--- config.mk ---
export PLATFORM = sky130hd
export DESIGN_NAME = nexys_starship_play_ctrl_flat
export DESIGN_NICKNAME = d
export VERILOG_FILES = /design/src/rtl/nexys_starship_play_ctrl_if.sv /design/src/rtl/nexys_starship_play_ctrl.sv /design/src/flat_wrapper.sv
export SDC_FILE = /design/constraint.sdc
export NUM_CORES = 1
export LEC_CHECK = 0
export CORE_MARGIN = 2
export CORE_UTILIZATION = 45
export DETAILED_ROUTE_END_ITERATION = 7
export PLACE_DENSITY = 0.74
export SKIP_CTS_REPAIR_TIMING = 1
export SLEW_MARGIN = 5
export SYNTH_ARGS = -nofsm -noshare
export SYNTH_HDL_FRONTEND = slang
export SYNTH_SLANG_ARGS = --single-unit
--- constraint.sdc ---
create_clock -name Clk -period 3.7 [get_ports Clk]
set_input_delay 0.74 -clock Clk [delete_from_list [all_inputs] [get_ports Clk]]
set_output_delay 0.74 -clock Clk [all_outputs]
set_load 0.005 [all_outputs]
--- src/rtl/nexys_starship_play_ctrl_if.sv ---
// Game-side signal bundle for the starship play controller.
// Every signal is sampled or updated on the rising Clk edge. There is no valid/ready pair.
// The game-state levels are inputs. Each Btn* is a debounced one-cycle repair pulse.
// The outputs are registered levels that are always valid.
interface nexys_starship_play_ctrl_if;
  logic        q_Play;
  logic        q_GameOver;
  logic        BtnL;
  logic        BtnR;
  logic        BtnD;
  logic        game_over;
  logic [2:0]  alarm;
  logic [15:0] game_time;
  logic [7:0]  score;

  modport master (
    output q_Play, q_GameOver, BtnL, BtnR, BtnD,
    input  game_over, alarm, game_time, score
  );

  modport slave (
    input  q_Play, q_GameOver, BtnL, BtnR, BtnD,
    output game_over, alarm, game_time, score
  );
endinterface

--- src/rtl/nexys_starship_play_ctrl.sv ---
// Play-phase controller. It spawns alarms on three terminals, tracks repair deadlines,
// keeps the BCD game clock and the score, and flags game over when a deadline expires.
module nexys_starship_play_ctrl #(
  parameter int unsigned TICKS_PER_SEC = 100000000,
  parameter int unsigned SPAWN_SEC     = 3,
  parameter int unsigned DEADLINE_SEC  = 5
) (
  input  logic                             Clk,
  input  logic                             Reset,
  nexys_starship_play_ctrl_if.slave        bus,
  output logic [1:0]                       dbg_state_o,  // 0 IDLE, 1 RUN, 2 DONE
  output logic [7:0]                       dbg_lfsr_o
);

  localparam int unsigned      TW         = (TICKS_PER_SEC > 1) ? $clog2(TICKS_PER_SEC) : 1;
  localparam logic [TW-1:0]    TICK_MAX   = TW'(TICKS_PER_SEC - 1);
  localparam logic [3:0]       SPAWN_INIT = 4'(SPAWN_SEC);
  localparam logic [2:0]       DL_INIT    = 3'(DEADLINE_SEC);
  localparam logic [7:0]       LFSR_SEED  = 8'hA5;

  typedef enum logic [1:0] {
    S_IDLE = 2'd0,
    S_RUN  = 2'd1,
    S_DONE = 2'd2
  } state_t;

  state_t          state_q, state_d;
  logic [TW-1:0]   tick_q, tick_d;
  logic [3:0]      spawn_q, spawn_d;
  logic [2:0][2:0] dl_q, dl_d;
  logic [2:0]      alarm_q, alarm_d;
  logic [15:0]     time_q, time_d;
  logic [7:0]      score_q, score_d;
  logic            go_q, go_d;
  logic [7:0]      lfsr_q, lfsr_d;

  logic            sec_pulse;
  logic [2:0]      btn;
  logic [2:0]      repair;
  logic [2:0]      expire;
  logic [2:0]      spawn_hot;
  logic [1:0]      n_rep;
  logic [8:0]      score_sum;

  function automatic logic [15:0] bcd_inc(input logic [15:0] t);
    logic [15:0] r;
    logic        carry;
    r     = t;
    carry = 1'b1;
    if (t != 16'h9999) begin
      for (int k = 0; k < 4; k++) begin
        if (carry) begin
          if (r[4*k +: 4] == 4'd9) begin
            r[4*k +: 4] = 4'd0;
          end else begin
            r[4*k +: 4] = r[4*k +: 4] + 4'd1;
            carry       = 1'b0;
          end
        end
      end
    end
    return r;
  endfunction

  // Taps 8,6,5,4 give a maximal-length sequence. The zero guard is there only for robustness.
  always_comb begin
    lfsr_d = {lfsr_q[6:0], lfsr_q[7] ^ lfsr_q[5] ^ lfsr_q[4] ^ lfsr_q[3]};
    if (lfsr_q == 8'h00) lfsr_d = LFSR_SEED;
  end

  always_comb begin
    btn       = {bus.BtnD, bus.BtnR, bus.BtnL};
    sec_pulse = (state_q == S_RUN) && (tick_q == TICK_MAX);
    repair    = btn & alarm_q;
    n_rep     = 2'(repair[0]) + 2'(repair[1]) + 2'(repair[2]);
    score_sum = {1'b0, score_q} + 9'(n_rep);
    expire    = '0;
    for (int i = 0; i < 3; i++) begin
      expire[i] = sec_pulse && alarm_q[i] && (dl_q[i] == 3'd1) && !repair[i];
    end
    // The target comes from the pre-repair alarm vector, so a repaired terminal is never respawned.
    spawn_hot = '0;
    case (lfsr_q[1:0])
      2'd0:    spawn_hot = 3'b001 & ~alarm_q;
      2'd1:    spawn_hot = 3'b010 & ~alarm_q;
      2'd2:    spawn_hot = 3'b100 & ~alarm_q;
      default: begin
        if (!alarm_q[0])      spawn_hot = 3'b001;
        else if (!alarm_q[1]) spawn_hot = 3'b010;
        else if (!alarm_q[2]) spawn_hot = 3'b100;
      end
    endcase
  end

  always_comb begin
    state_d = state_q;
    tick_d  = tick_q;
    spawn_d = spawn_q;
    dl_d    = dl_q;
    alarm_d = alarm_q;
    time_d  = time_q;
    score_d = score_q;
    go_d    = go_q;
    case (state_q)
      S_IDLE: begin
        if (bus.q_Play) begin
          state_d = S_RUN;
          tick_d  = '0;
          spawn_d = SPAWN_INIT;
          dl_d    = '0;
          alarm_d = '0;
          time_d  = '0;
          score_d = '0;
        end
      end
      S_RUN: begin
        // An expiry always ends the game. Leaving play without one freezes everything.
        if ((|expire) || bus.q_Play) begin
          tick_d  = (tick_q == TICK_MAX) ? '0 : tick_q + 1'b1;
          score_d = score_sum[8] ? 8'hFF : score_sum[7:0];
          if (sec_pulse) time_d = bcd_inc(time_q);
          for (int i = 0; i < 3; i++) begin
            if (repair[i]) begin
              alarm_d[i] = 1'b0;
              dl_d[i]    = '0;
            end else if (alarm_q[i] && sec_pulse) begin
              dl_d[i] = dl_q[i] - 3'd1;
            end
          end
          if (sec_pulse) begin
            if (spawn_q == 4'd1) begin
              spawn_d = SPAWN_INIT;
              for (int i = 0; i < 3; i++) begin
                if (spawn_hot[i]) begin
                  alarm_d[i] = 1'b1;
                  dl_d[i]    = DL_INIT;
                end
              end
            end else begin
              spawn_d = spawn_q - 4'd1;
            end
          end
          if (|expire) begin
            go_d    = 1'b1;
            state_d = S_DONE;
          end
        end else begin
          state_d = S_IDLE;
        end
      end
      S_DONE: begin
        if (!bus.q_Play && !bus.q_GameOver) begin
          state_d = S_IDLE;
          go_d    = 1'b0;
        end
      end
      default: state_d = S_IDLE;
    endcase
  end

  always_ff @(posedge Clk or posedge Reset) begin
    if (Reset) begin
      state_q <= S_IDLE;
      tick_q  <= '0;
      spawn_q <= '0;
      dl_q    <= '0;
      alarm_q <= '0;
      time_q  <= '0;
      score_q <= '0;
      go_q    <= 1'b0;
      lfsr_q  <= LFSR_SEED;
    end else begin
      state_q <= state_d;
      tick_q  <= tick_d;
      spawn_q <= spawn_d;
      dl_q    <= dl_d;
      alarm_q <= alarm_d;
      time_q  <= time_d;
      score_q <= score_d;
      go_q    <= go_d;
      lfsr_q  <= lfsr_d;
    end
  end

  assign bus.game_over = go_q;
  assign bus.alarm     = alarm_q;
  assign bus.game_time = time_q;
  assign bus.score     = score_q;
  assign dbg_state_o   = state_q;
  assign dbg_lfsr_o    = lfsr_q;

endmodule

--- src/flat_wrapper.sv ---
// flat-port wrapper written by rule: the top's interface ports become plain ports
module nexys_starship_play_ctrl_flat 
#(
  parameter int unsigned TICKS_PER_SEC = 100000000,
  parameter int unsigned SPAWN_SEC     = 3,
  parameter int unsigned DEADLINE_SEC  = 5
)
  (Clk, Reset, dbg_state_o, dbg_lfsr_o, bus_q_Play, bus_q_GameOver, bus_BtnL, bus_BtnR, bus_BtnD, bus_game_over, bus_alarm, bus_game_time, bus_score);
  nexys_starship_play_ctrl_if bus_i ();
  input  logic Clk;
  input  logic Reset;
  output logic [1:0] dbg_state_o;
  output logic [7:0] dbg_lfsr_o;
  input wire logic [$bits(bus_i.q_Play)-1:0] bus_q_Play;
  input wire logic [$bits(bus_i.q_GameOver)-1:0] bus_q_GameOver;
  input wire logic [$bits(bus_i.BtnL)-1:0] bus_BtnL;
  input wire logic [$bits(bus_i.BtnR)-1:0] bus_BtnR;
  input wire logic [$bits(bus_i.BtnD)-1:0] bus_BtnD;
  output wire logic [$bits(bus_i.game_over)-1:0] bus_game_over;
  output wire logic [$bits(bus_i.alarm)-1:0] bus_alarm;
  output wire logic [$bits(bus_i.game_time)-1:0] bus_game_time;
  output wire logic [$bits(bus_i.score)-1:0] bus_score;
  assign bus_i.q_Play = bus_q_Play;
  assign bus_i.q_GameOver = bus_q_GameOver;
  assign bus_i.BtnL = bus_BtnL;
  assign bus_i.BtnR = bus_BtnR;
  assign bus_i.BtnD = bus_BtnD;
  assign bus_game_over = bus_i.game_over;
  assign bus_alarm = bus_i.alarm;
  assign bus_game_time = bus_i.game_time;
  assign bus_score = bus_i.score;
  nexys_starship_play_ctrl #(.TICKS_PER_SEC(TICKS_PER_SEC), .SPAWN_SEC(SPAWN_SEC), .DEADLINE_SEC(DEADLINE_SEC)) u_core (.Clk(Clk), .Reset(Reset), .bus(bus_i), .dbg_state_o(dbg_state_o), .dbg_lfsr_o(dbg_lfsr_o));
endmodule
== Word-level counts from Yosys, hierarchy flattened ==
Index checks and enable logic that the tools add are counted.
Word-level totals
  output and inout port bits: 38
  logic and storage cells: 167
  input bits: 7
  flip-flop bits (word level): 78
Cells by class
  $add $sub $neg: 12
  reduce and logical (&&, ||, !) cells: 31
  multiplexer cells: 81
  equality and inequality tests: 24
  bitwise logic cells: 5
Operator list (number)
  $mux 27: 3
  $mux 16: 4
  $pmux 27 s2: 1
  $mux 3: 16
  $mux 4: 11
  $mux 9: 4
  $mux 8: 4
  $pmux 16 s2: 1
  $add 27x1->27 const B: 1
  $eq 27x27->1 const B: 1
  $mux 1: 26
  $pmux 9 s2: 1
  $reduce_and 6->1: 3
  $add 4x1->4 const B: 4
  $eq 4x4->1 const B: 4
  $ne 16x16->1 const B: 1
  $pmux 8 s2: 1
  $ne 2x2->1 const B: 7
  $logic_and 1x1->1: 11
  $add 8x2->9: 1
  $eq 3x1->1 const B: 3
  $pmux 3 s3: 1
  $sub 3x1->3 const B: 3
  $logic_not 8->1: 1
  other kinds (24): 40

== Depth between registers and ports, before layout ==
  depth after elaboration: 24
  mapped depth: 11
  depth with buffers taken out: 10

== Worst setup path before layout ==
No wires, ideal clock.
  path kind: input to register
  from: input port bus_BtnL
  to: register u_core.score_q[5] (netlist: u_core.bus.score[5])
  path slack: 0.934 ns
  required time: 3.574 ns
  library setup time: 0.126 ns
  stages on the path: 10
  path buffers: 0
  arrival time: 2.640 ns
  cells stage by stage: nand2_1 > fa_1 > inv_1 > ha_1 > fa_1 > and3_1 > and3_1 > a21oi_1 > nor2_1 > a2bb2oi_1
Between the ends
  longest elaborated chain between the ends: 7
  elaborated cells on any way between the ends: 13
  those cells by class: add/sub: 3; eq/ne: 1; mux: 3; bitwise: 1; reduce/logical: 5
RTL lines
  start, declared: line flat_wrapper.sv:16  | input wire logic [$bits(bus_i.BtnL)-1:0] bus_BtnL;
  $and 3x3->3 (*): line nexys_starship_play_ctrl.sv:74  | repair = btn & alarm_q;
  $add 1x1->2 / $logic_not 1->1 (equally long branches): line nexys_starship_play_ctrl.sv:75, nexys_starship_play_ctrl.sv:79
  $add 2x1->2 / $logic_and 1x1->1 (equally long branches): line nexys_starship_play_ctrl.sv:75, nexys_starship_play_ctrl.sv:79
  $add 8x2->9 / $reduce_or 3->1 (equally long branches): line nexys_starship_play_ctrl.sv:76, nexys_starship_play_ctrl.sv:118
  $mux 8 / $logic_or 1x1->1 (equally long branches): line nexys_starship_play_ctrl.sv:120, nexys_starship_play_ctrl.sv:118
  $mux 8 / $ne 2x2->1 (equally long branches)
  $pmux 8 s2 / $reduce_and 3->1 (equally long branches)
  end signal, assigned: line nexys_starship_play_ctrl.sv:179  | score_q <= score_d;
  end, declared: line nexys_starship_play_ctrl.sv:33  | logic [7:0] score_q, score_d;
Mark *: on every way between the ends. The rest lies on a longest branch, timed or not. The select of a mux whose other input is x is not followed.
A chain may end at the register's enable or synchronous reset.

== Final worst setup path ==
  from: input port bus_BtnR
  to: register u_core.score_q[5] (netlist: u_core.bus.score[5])
Between the ends
  longest elaborated chain between the ends: 7
  elaborated cells on any way between the ends: 13
  those cells by class: add/sub: 3; eq/ne: 1; mux: 3; bitwise: 1; reduce/logical: 5
RTL lines
  start, declared: line flat_wrapper.sv:17  | input wire logic [$bits(bus_i.BtnR)-1:0] bus_BtnR;
  $and 3x3->3 (*): line nexys_starship_play_ctrl.sv:74
  $add 1x1->2 / $logic_not 1->1 (equally long branches): line nexys_starship_play_ctrl.sv:75, nexys_starship_play_ctrl.sv:79
  $add 2x1->2 / $logic_and 1x1->1 (equally long branches): line nexys_starship_play_ctrl.sv:75, nexys_starship_play_ctrl.sv:79
  $add 8x2->9 / $reduce_or 3->1 (equally long branches): line nexys_starship_play_ctrl.sv:76, nexys_starship_play_ctrl.sv:118
  $mux 8 / $logic_or 1x1->1 (equally long branches): line nexys_starship_play_ctrl.sv:120, nexys_starship_play_ctrl.sv:118
  $mux 8 / $ne 2x2->1 (equally long branches)
  $pmux 8 s2 / $reduce_and 3->1 (equally long branches)
Marked as above.

==> run_results.csv <==
group,metric,value,unit
outcome,status,"completed",
power,p_int,0.00148,W
sta,slew_violations,0,
synthesis,synth_compound_area_share,21.8,%
floorplanning,io_pins,45,
routing,via_count,4064,
synthesis,ys_seq_elements,78,
synthesis,synth_edf_count,0,
floorplanning,rows,36,
setup_path,critical_path_arrival,3.36,ns
power,peakVddDrop,0.204,mV
global_routing,antenna_found_initial,0,
synthesis,synthCells,513,
clock_tree,cts_buffers,9,
setup_path,cp_slowest_stage_delay,0.56,ns
floorplanning,dieArea,10900,um2
setup_path,crit_path_max_fanout,5,
synthesis,synth_cell_type_count,57,
placement,gp_congestion,0.904,
layout,postLayoutCellArea,5330,um2
setup_path,crit_path_end_kind,"flip-flop",
routing,drcViolationCount,0,
setup_path,start_kind,"input pin",
floorplanning,die_h,104,um
sta,fin_crit_sh,84.5,%
synthesis,synthFlopType,"dfrtp_1",
clock_tree,clkLatencyLatePin,0.36,ns
placement,placed_area,5100,um2
job,cap_violations,0,
layout,drive_gt1_share,6.31,%
power,power.switching,0.000537,W
sta,finalHoldViolations,0,
clock_tree,clk_pin_slew,0.09,ns
sta,finalSetupTns,0,ns
synthesis,syn_nets,541,
clock_tree,htreeDepth,3,
power,swShare,26.6,%
routing,first_pass_iters,5,
routing,ant_nets,0,
placement,place.port_buffers,44,
floorplanning,die_w,104,um
synthesis,netlist_area,4530,um2
synthesis,ys_seq_area_share,43.2,%
global_routing,grt_max_degree,48,
floorplanning,core-area,9770,um2
sta,clock-skew-final,0.0104,ns
setup_path,slowest_stage,"clkdlybuf4s50_1",
synthesis,synth_mux_area_share,0.718,%
synthesis,yosys.area_share.simple,22.9,%
power,leakagePower,2.27,nW
routing,viasPerCell,5.91,
setup_path,path_cells,"clkdlybuf4s50_1 -> nand2_1 -> fa_1 -> inv_1 -> ha_1 -> fa_1 -> and3_1 -> and3_1 -> a21oi_1 -> nor2_1 -> a2bb2oi_1",
synthesis,avgSynthCellArea,8.83,um2
synthesis,synthAdderAreaFrac,6.13,%
layout,layout.nets,578,
synthesis,async_flop_share,100,%
global_routing,grt_pass1_wl,18600,um
setup_path,required,3.93,ns
hold_path,hp-class,"reg -> reg",
routing,drt-total-wl,11000,um
layout,antennaDiodeCount,0,
power,p_per_area,379,nW/um2
power,p_comb_share,13.8,%
setup_path,path_class,"in -> reg",
sta,rsz0062_at_grt,"no",
power,clockPowerShare,38.7,%
global_routing,grt_usage,20.8,%
sta,fin_crit,3.13,ns
global_routing,first_global_vias,3834,
global_routing,grt_remaining_overflow,0,
routing,drt_iter0_markers,277,
clock_tree,cts_tree,"done",
clock_tree,cts-root-buf,"clkbuf_8",
layout,area_growth,17.8,%
clock_tree,clock_path_buffers,2,
power,p_seq_share,47.5,%
sta,fmax,320,MHz
synthesis,synth_top_family_by_area,"simple AND/OR/NAND/NOR gates",
layout,num-fill-cells,913,
sta,setup_violations,0,
synthesis,synth-xor-area-share,0.774,%
routing,drt-wirelength-per-cell,16.0,um
sta,maxSlewHeadroom,53.0,%
clock_tree,clock_sinks,78,
synthesis,yosys_warnings,0,
floorplanning,initial_core_util,46.3,%
sta,tightest_slew,0.704,ns
placement,hpwl,7590,um
==> final cells by class <==
cell class / instances / area, um2 / area share, %
multi-input cells: 385 / 2370 / 44.5
flip-flops and latches: 78 / 1960 / 36.7
repair buffers: 51 / 505 / 9.48
well taps: 133 / 166 / 3.12
clock buffers: 11 / 131 / 2.46
clock inverters: 5 / 106 / 1.99
inverters: 25 / 93.8 / 1.76
==> final timing paths <==
kind,from,endpoint,slack [ns],cells after the start
setup / recovery,bus_BtnR,u_core.bus.score[5]$_DFFE_PP0P_,0.57,11
hold / removal,u_core.dbg_lfsr_o[2]$_DFF_PP1_,u_core.dbg_lfsr_o[3]$_DFF_PP0_,0.42,0
setup reg to reg,u_core.tick_q[8]$_DFFE_PP0P_,u_core.bus.alarm[1]$_DFFE_PP0P_,0.92,6
hold reg to reg,u_core.dbg_lfsr_o[2]$_DFF_PP1_,u_core.dbg_lfsr_o[3]$_DFF_PP0_,0.42,0
max in group asynchronous,Reset,u_core.dbg_lfsr_o[5]$_DFF_PP1_,2.13,3
min in group asynchronous,Reset,u_core.bus.game_time[10]$_DFFE_PP0P_,0.81,2
==> metal layers <==
metal / up-vias / GRT usage [%] / part of all wire [%]
met3: 13 / 3.57 / 4.3
met5: - / 0 / 0
li1: 1960 / - / -
met1: 1978 / 28.6 / 47
met4: 0 / 7.63 / 1.3
met2: 113 / 32.9 / 47
==> layout by cell type (no fill, tap or decap), types with 4 or more instances in the layout <==
master / n
nor3b_1: 4
nor2_1: 35
nand4_1: 15
nor3_1: 7
inv_1: 24
nand2_1: 55
a21oi_1: 20
a31oi_1: 15
o21ai_1: 5
o31ai_1: 19
nand2b_1: 7
and3_1: 12
dfstp_2: 4
o21ai_0: 64
and2_1: 9
dfrtp_1: 74
clkbuf_8: 9
nand3b_1: 5
o41ai_1: 7
nand3_1: 24
ha_1: 19
clkdlybuf4s50_1: 44
a21o_1: 9
buf_4: 6
nor4_1: 7
==> sequential cells by signal (all words and copies together) (netlist names), 2 cells and up <==
register and flops:
u_core.dbg_state_o 2, u_core.bus.game_time 16, u_core.bus.score 8, u_core.spawn_q 4
u_core.tick_q 27, u_core.dl_q 9, u_core.bus.alarm 3, u_core.dbg_lfsr_o 8
==> power by group through the flow <==
| stage | Combinational [W] | Clock, W | Sequential (W) |
|---|---|---|---|
| floorplan | 0.000156 | 0 | 0.000966 |
| global placement | 0.000269 | 0 | 0.000972 |
| detailed placement | 0.000280 | 0 | 0.000977 |
| CTS | 0.000283 | 0.000796 | 0.000961 |
| global route | 0.000313 | 0.000837 | 0.000971 |
| finish | 0.000279 | 0.000782 | 0.000962 |
==> stage by stage <==
| stage | setup slack, ns | total power [W] | hold slack (ns) | instances | utilization, % |
|---|---|---|---|---|---|
| after floorplan | 0.934 | 0.00112 | 0.443 | 513 | - |
| after global placement | 0.230 | 0.00124 | 0.403 | 672 | 52.1 |
| after detailed placement | 0.208 | 0.00126 | 0.413 | 672 | 52.1 |
| after CTS | 0.594 | 0.00204 | 0.426 | 688 | 54.6 |
| after global routing | 0.406 | 0.00212 | 0.428 | 688 | 54.6 |
| final | 0.573 | 0.00202 | 0.421 | 688 | 54.6 |
==> cells in the mapped netlist (3+ instances only) <==
| cell | instances | area, um2 |
|---|---|---|
| nor3b_1 | 4 | 30.0 |
| o21ai_0 | 64 | 320 |
| nor2_1 | 35 | 131 |
| o31ai_1 | 19 | 143 |
| nand3_1 | 24 | 120 |
| nor3_1 | 7 | 35.0 |
| o41ai_1 | 7 | 61.3 |
| a21oi_1 | 20 | 100 |
| o21ai_1 | 5 | 25.0 |
| o211ai_1 | 3 | 22.5 |
| nor2b_1 | 3 | 18.8 |
| or4_1 | 3 | 22.5 |
| clkbuf_1 | 15 | 56.3 |
| buf_2 | 7 | 35.0 |
| nand3b_1 | 5 | 37.5 |
| nand2_1 | 55 | 206 |
| dfrtp_1 | 74 | 1850 |
| dfstp_2 | 4 | 105 |
| xor2_1 | 3 | 26.3 |
| inv_1 | 25 | 93.8 |
| nand4_1 | 15 | 93.8 |
| and3_1 | 12 | 75.1 |
| and2_1 | 9 | 56.3 |
| a31oi_1 | 15 | 93.8 |
| ha_1 | 19 | 238 |
| nand2b_1 | 7 | 43.8 |
| nor4_1 | 7 | 43.8 |
| a21o_1 | 9 | 67.6 |
==> worst max-delay path: cells and delay by family <==
kind            cells  cell delay, ns
buf+inv             2            0.60
compound gates      2            0.24
fa+ha+maj           3            1.12
simple gates        4            0.64
==> cells by family after synthesis <==
kind of cell,after synthesis
AO/OA/AOI/OAI,159
XOR/XNOR,4
adder cells (fa/ha/maj),21
AND/OR/NAND/NOR,198
buffers and inverters,50
flip-flops,78
multiplexers,3
Note: power is estimated with default switching activity, not from simulation.
